==> config.mk <==
export PLATFORM = sky130hd
export DESIGN_NAME = axis_demux
export DESIGN_NICKNAME = d
export VERILOG_FILES = /design/src/rtl/axis_demux.sv
export SDC_FILE = /design/constraint.sdc
export NUM_CORES = 1
export LEC_CHECK = 0
export ABC_AREA = 1
export CORE_UTILIZATION = 41
export CTS_CLUSTER_DIAMETER = 120
export CTS_CLUSTER_SIZE = 24
export DETAILED_ROUTE_END_ITERATION = 8
export MAX_ROUTING_LAYER = met4
export PLACE_DENSITY = 0.73
export SYNTH_ARGS = -nofsm -noshare
export SYNTH_HDL_FRONTEND = slang
export SYNTH_SLANG_ARGS = --single-unit
==> constraint.sdc <==
create_clock -name axis_aclk -period 1.8 [get_ports axis_aclk]
set_input_delay 0.36 -clock axis_aclk [delete_from_list [all_inputs] [get_ports axis_aclk]]
set_output_delay 0.36 -clock axis_aclk [all_outputs]
set_load 0.02 [all_outputs]
==> src/rtl/axis_demux.sv <==
// axis_demux: packet-atomic 1-to-2 AXI-Stream router.
// The first beat of each packet picks the output port from tdest
// (0 -> m0a, 1 -> m0b). Every beat of the packet then goes to that port
// until its tlast beat has been accepted. Each master has one registered
// output stage, so the router keeps full throughput while that master is ready.
// Optional build macro AXIS_DEMUX_DROP_EN: packets whose first-beat tdest
// is 2 or 3 are swallowed and counted in drop_cnt. Without the macro they
// are sent to m0a and drop_cnt stays at zero.
module axis_demux #(
  parameter int DATA_WIDTH = 32,
  parameter int CNT_WIDTH  = 16
) (
  input  logic                  axis_aclk,
  input  logic                  axis_aresetn,
  input  logic [DATA_WIDTH-1:0] s0k_axis_tdata,
  input  logic                  s0k_axis_tvalid,
  output logic                  s0k_axis_tready,
  input  logic                  s0k_axis_tlast,
  input  logic [1:0]            s0k_axis_tdest,
  output logic [DATA_WIDTH-1:0] m0a_axis_tdata,
  output logic                  m0a_axis_tvalid,
  input  logic                  m0a_axis_tready,
  output logic                  m0a_axis_tlast,
  output logic [DATA_WIDTH-1:0] m0b_axis_tdata,
  output logic                  m0b_axis_tvalid,
  input  logic                  m0b_axis_tready,
  output logic                  m0b_axis_tlast,
  output logic [CNT_WIDTH-1:0]  pkt_cnt_a,
  output logic [CNT_WIDTH-1:0]  pkt_cnt_b,
  output logic [CNT_WIDTH-1:0]  drop_cnt
);

  localparam logic [CNT_WIDTH-1:0] CNT_ONE = {{(CNT_WIDTH-1){1'b0}}, 1'b1};

`ifdef AXIS_DEMUX_DROP_EN
  typedef enum logic [1:0] {
    ST_IDLE  = 2'd0,
    ST_FWD_A = 2'd1,
    ST_FWD_B = 2'd2,
    ST_DROP  = 2'd3
  } state_t;
`else
  typedef enum logic [1:0] {
    ST_IDLE  = 2'd0,
    ST_FWD_A = 2'd1,
    ST_FWD_B = 2'd2
  } state_t;
`endif

  state_t                r_state;
  state_t                w_state_nxt;

  logic [DATA_WIDTH-1:0] r_a_data;
  logic                  r_a_valid;
  logic                  r_a_last;
  logic [DATA_WIDTH-1:0] r_b_data;
  logic                  r_b_valid;
  logic                  r_b_last;
  logic [CNT_WIDTH-1:0]  r_pkt_cnt_a;
  logic [CNT_WIDTH-1:0]  r_pkt_cnt_b;

  logic                  w_sel_a;
  logic                  w_sel_b;
  logic                  w_sel_drop;
  logic                  w_rdy_a;
  logic                  w_rdy_b;
  logic                  w_tready;
  logic                  w_hs;
  logic                  w_drain_a;
  logic                  w_drain_b;

  // An output register can take a new beat when it is empty or draining this cycle.
  assign w_rdy_a   = ~r_a_valid | m0a_axis_tready;
  assign w_rdy_b   = ~r_b_valid | m0b_axis_tready;
  assign w_drain_a = r_a_valid & m0a_axis_tready;
  assign w_drain_b = r_b_valid & m0b_axis_tready;

  // Port selection: taken from tdest when no packet is open, otherwise from the open packet.
  always_comb begin
    w_sel_a    = 1'b0;
    w_sel_b    = 1'b0;
    w_sel_drop = 1'b0;
    case (r_state)
      ST_IDLE: begin
        case (s0k_axis_tdest)
          2'd0: w_sel_a = 1'b1;
          2'd1: w_sel_b = 1'b1;
          default: begin
`ifdef AXIS_DEMUX_DROP_EN
            w_sel_drop = 1'b1;
`else
            w_sel_a    = 1'b1;
`endif
          end
        endcase
      end
      ST_FWD_A: w_sel_a = 1'b1;
      ST_FWD_B: w_sel_b = 1'b1;
`ifdef AXIS_DEMUX_DROP_EN
      ST_DROP:  w_sel_drop = 1'b1;
`endif
      default: begin
        w_sel_a    = 1'b0;
        w_sel_b    = 1'b0;
        w_sel_drop = 1'b0;
      end
    endcase
  end

  // Only the selected port can back-pressure the input. tready is
  // independent of tvalid and is held low while reset is asserted.
  assign w_tready = axis_aresetn &
                    ((w_sel_a & w_rdy_a) | (w_sel_b & w_rdy_b) | w_sel_drop);
  assign w_hs     = s0k_axis_tvalid & w_tready;
  assign s0k_axis_tready = w_tready;

  // Next-state logic: a packet opens on a non-last first beat and closes on its tlast beat.
  always_comb begin
    w_state_nxt = r_state;
    case (r_state)
      ST_IDLE: begin
        if (w_hs && !s0k_axis_tlast) begin
          if (w_sel_b) begin
            w_state_nxt = ST_FWD_B;
          end else if (w_sel_a) begin
            w_state_nxt = ST_FWD_A;
          end else begin
`ifdef AXIS_DEMUX_DROP_EN
            w_state_nxt = ST_DROP;
`else
            w_state_nxt = ST_IDLE;
`endif
          end
        end else begin
          w_state_nxt = ST_IDLE;
        end
      end
      ST_FWD_A, ST_FWD_B: begin
        if (w_hs && s0k_axis_tlast) begin
          w_state_nxt = ST_IDLE;
        end else begin
          w_state_nxt = r_state;
        end
      end
`ifdef AXIS_DEMUX_DROP_EN
      ST_DROP: begin
        if (w_hs && s0k_axis_tlast) begin
          w_state_nxt = ST_IDLE;
        end else begin
          w_state_nxt = ST_DROP;
        end
      end
`endif
      default: w_state_nxt = ST_IDLE;
    endcase
  end

  // State register.
  always_ff @(posedge axis_aclk) begin
    if (!axis_aresetn) begin
      r_state <= ST_IDLE;
    end else begin
      r_state <= w_state_nxt;
    end
  end

  // Port A holding register: a refill takes priority, so draining and refilling can happen in the same cycle.
  always_ff @(posedge axis_aclk) begin
    if (!axis_aresetn) begin
      r_a_data  <= '0;
      r_a_valid <= 1'b0;
      r_a_last  <= 1'b0;
    end else if (w_hs && w_sel_a) begin
      r_a_data  <= s0k_axis_tdata;
      r_a_valid <= 1'b1;
      r_a_last  <= s0k_axis_tlast;
    end else if (w_drain_a) begin
      r_a_valid <= 1'b0;
      r_a_last  <= 1'b0;
    end
  end

  // Port B holding register: same drain and refill behaviour as port A.
  always_ff @(posedge axis_aclk) begin
    if (!axis_aresetn) begin
      r_b_data  <= '0;
      r_b_valid <= 1'b0;
      r_b_last  <= 1'b0;
    end else if (w_hs && w_sel_b) begin
      r_b_data  <= s0k_axis_tdata;
      r_b_valid <= 1'b1;
      r_b_last  <= s0k_axis_tlast;
    end else if (w_drain_b) begin
      r_b_valid <= 1'b0;
      r_b_last  <= 1'b0;
    end
  end

  // Packet counters count completed output packets (tlast handshakes) and wrap around.
  always_ff @(posedge axis_aclk) begin
    if (!axis_aresetn) begin
      r_pkt_cnt_a <= '0;
      r_pkt_cnt_b <= '0;
    end else begin
      if (w_drain_a && r_a_last) begin
        r_pkt_cnt_a <= r_pkt_cnt_a + CNT_ONE;
      end
      if (w_drain_b && r_b_last) begin
        r_pkt_cnt_b <= r_pkt_cnt_b + CNT_ONE;
      end
    end
  end

`ifdef AXIS_DEMUX_DROP_EN
  logic [CNT_WIDTH-1:0] r_drop_cnt;

  // Drop counter advances once per discarded packet, on its tlast handshake.
  always_ff @(posedge axis_aclk) begin
    if (!axis_aresetn) begin
      r_drop_cnt <= '0;
    end else if (w_hs && w_sel_drop && s0k_axis_tlast) begin
      r_drop_cnt <= r_drop_cnt + CNT_ONE;
    end
  end

  assign drop_cnt = r_drop_cnt;
`else
  assign drop_cnt = '0;
`endif

  assign m0a_axis_tdata  = r_a_data;
  assign m0a_axis_tvalid = r_a_valid;
  assign m0a_axis_tlast  = r_a_last;
  assign m0b_axis_tdata  = r_b_data;
  assign m0b_axis_tvalid = r_b_valid;
  assign m0b_axis_tlast  = r_b_last;
  assign pkt_cnt_a       = r_pkt_cnt_a;
  assign pkt_cnt_b       = r_pkt_cnt_b;

endmodule

==> results.sh <==
export IMPL_wl_per_cell_um=14.5
export IMPL_ys_flop_type="dfxtp_1"
export IMPL_cp_start_kind="primary input"
export IMPL_numCtsBuffers=9
export IMPL_worstHoldPathType="in -> reg"
export IMPL_grt_pass1_wl_mm=19.8
export IMPL_synth_cell_types=30
export IMPL_first_pass_iters=5
export IMPL_syn_area_um2=4400
export IMPL_avgViaCountPerCell=5.25
export IMPL_clk_path_buf_depth=2
export IMPL_nNetsFinal=770
export IMPL_fp_dieW_um=106
export IMPL_boundaryPins=157
export IMPL_yosysMostFrequentCell="nand2_1"
export IMPL_worst_setup_path_end_kind="primary output"
export IMPL_setup_viol=1
export IMPL_start_util_pct=42.4
export IMPL_synthCells=574
export IMPL_clk_latency_ps=360
export IMPL_cts_clk_slew_worst_paths_ps=90
export IMPL_final_period_utilization_pct=104
export IMPL_route_antenna_remaining_nets=0
export IMPL_yosysSeqAreaShare_pct=46.4
export IMPL_clock_root_buffer="clkbuf_8"
export IMPL_area_delta_synth_final_pct=44.2
export IMPL_cts_num_sinks=102
export IMPL_skew_ps=7.54
export IMPL_grt_ovfl_total=0
export IMPL_status="finished, violations left"
export IMPL_yosysTopAreaCell="dfxtp_1"
export IMPL_drtIter0Drc=218
export IMPL_vias=4544
export IMPL_synth_warnings=0
export IMPL_period_needed_ps=1870
export IMPL_drc_errors=0
export IMPL_synth_top_area_share_pct=46.4
export IMPL_core_um2=10400
export IMPL_drive_above_1_share_pct=10.8
export IMPL_row_count=37
export IMPL_report_final_slew_viol_count=0
export IMPL_postSynthRegisterBits=102
export IMPL_synthTopCellsByCount="120 x nand2_1, 102 x dfxtp_1, 92 x a21oi_1"
export IMPL_gp_congestion=0.818
export IMPL_gr_usage_all_layers_pct=22.9
export IMPL_path_class="in -> out"
export IMPL_routed_wl_mm=12.6
export IMPL_final_util_pct=61.2
export IMPL_worst_pin_slew_ps=837
export IMPL_max_vdd_ir_drop_mv=0.353
export IMPL_placed_cells=847
export IMPL_dp_hpwl_mm=8.52
export IMPL_cts_tree="built"
export IMPL_cts_max_level=3
export IMPL_synthTopCellsByArea="dfxtp_1 46%, a21oi_1 10%, nand2_1 10%, nand4_1 10%, inv_1 3.1%"
export IMPL_worst_slew_margin_rel_pct=44.2
export IMPL_rsz0062_at_grt="yes"
export IMPL_fp_dieArea_um2=11200
export IMPL_holdWs_ps=345
export IMPL_layout_setup_ws_ps=-73.1
export IMPL_drv_cap=0
export IMPL_required_ps=1440
export IMPL_p_leak_nw=2.54
export IMPL_antenna_cells=0
export IMPL_hold_viol=0
export IMPL_power_density_nw_per_um2=707
export IMPL_crit_fanout=2
export IMPL_grt_pass1_vias=4226
export IMPL_antenna_found_initial=0
export IMPL_failed_checks="negative setup slack"
export IMPL_async_flop_share_pct=0
export IMPL_final_cells=865
export IMPL_synth_edf_count=0
export IMPL_avgSynthCellArea_um2=7.67
export IMPL_grt_max_degree=80
export IMPL_max_freq_mhz=534
export IMPL_worstPathArrival_ps=1510
export IMPL_die_h_um=106
export IMPL_portBuffers=140
## state kept, by name, indices dropped and copies added (netlist names)
| register | cells |
|---|---|
| pkt_cnt_b | 16 |
| m0a_axis_tdata | 32 |
| pkt_cnt_a | 16 |
| m0b_axis_tlast | 1 |
| m0b_axis_tvalid | 1 |
| r_state | 2 |
| m0b_axis_tdata | 32 |
| m0a_axis_tvalid | 1 |
| m0a_axis_tlast | 1 |
## per-layer routing
metal	part of all wire, %	up-vias	global-route usage [%]
met3	7.9	17	4.70
met4	1.2	0	7.74
met5	0	-	-
met1	42	2115	27.8
li1	-	2225	-
met2	48	187	37.8
## final cells by class
cell class	instances	area (µm²)
Clock buffer	12	155
Sequential cell	102	2040
Clock inverter	4	30.0
Timing Repair Buffer	178	1770
Multi-Input combinational cell	396	2030
Inverter	37	144
Fill cell	951	4030
Tap cell	136	170
## critical path, cell delays in order
cell	delay (ps)
clkdlybuf4s50_1	480
inv_1	40
nor2_1	130
nand2_2	80
nand2_4	90
nand2_4	60
a21oi_4	130
buf_6	140
## layout by cell type (no fill, tap or decap), drive strengths merged
master         count
nor2              38
dlygate4sd2        6
clkbuf            13
clkinv             2
dlymetal6s2s      13
dfxtp            102
ha                 6
nand4             71
nand3             18
clkinvlp           1
and3               1
o21bai             1
nor3b              2
inv               38
nor3               5
buf               39
clkdlybuf4s50    119
nand2            122
o21ai             16
and2               1
a211oi             2
a21oi             93
a31oi              1
xor2               1
o21a               2
conb              16
## worst paths after layout
check                                    endpoint  slack [ps]                             from  cells past startpoint
setup / recovery                  s0k_axis_tready         -70                s0k_axis_tdest[0]                      8
setup reg to reg  m0a_axis_tdata[19]$_SDFFE_PN0P_          30          r_state[0]$_SDFFE_PN0P_                     12
hold / removal            r_state[0]$_SDFFE_PN0P_         340                  s0k_axis_tvalid                      3
hold reg to reg   m0a_axis_tdata[29]$_SDFFE_PN0P_         460  m0a_axis_tdata[29]$_SDFFE_PN0P_                      2
## through the flow
| step | worst slack [ps] | power, mW | instance area, µm² | setup TNS [ps] |
|---|---|---|---|---|
| 5_1_grt | -132 | 4.68 | 6340 | -3020 |
| 3_3_place_gp | -565 | 3.09 | 5990 | -26590 |
| 2_1_floorplan | 72.0 | 2.82 | 4460 | 0 |
| 6_report | -73.1 | 4.49 | 6340 | -73.1 |
| 4_1_cts | -96.8 | 4.48 | 6220 | -2560 |
| 3_5_place_dp | -594 | 3.10 | 5990 | -30440 |
## report_power, final
| group | total, mW | internal (mW) | switching, mW |
|---|---|---|---|
| Combinational | 0.769 | 0.324 | 0.445 |
| Sequential | 2.35 | 2.31 | 0.0334 |
| Clock | 1.37 | 0.585 | 0.783 |
## logic make-up after synthesis
kind of cell / synth area share (%)
DFF: 46.4
AOI/OAI and AO/OA: 13.6
xor gates and xnor gates: 0.199
and+or+nand+nor: 27.9
adders and majority gates: 1.71
buffers and inverters: 10.1
other: 0.0852
## repair_timing
| action | 4_1_cts | 5_1_grt |
|---|---|---|
| gates cloned | 0 | 1 |
| hold buffers | 0 | 0 |
| pin swaps | 1 | 1 |
| setup endpoints to repair | 76 | 83 |
| hold endpoints to repair | 0 | 0 |
| buffers inserted | 0 | 1 |
| resized for setup | 30 | 29 |
(Power assumes the default switching activity.)
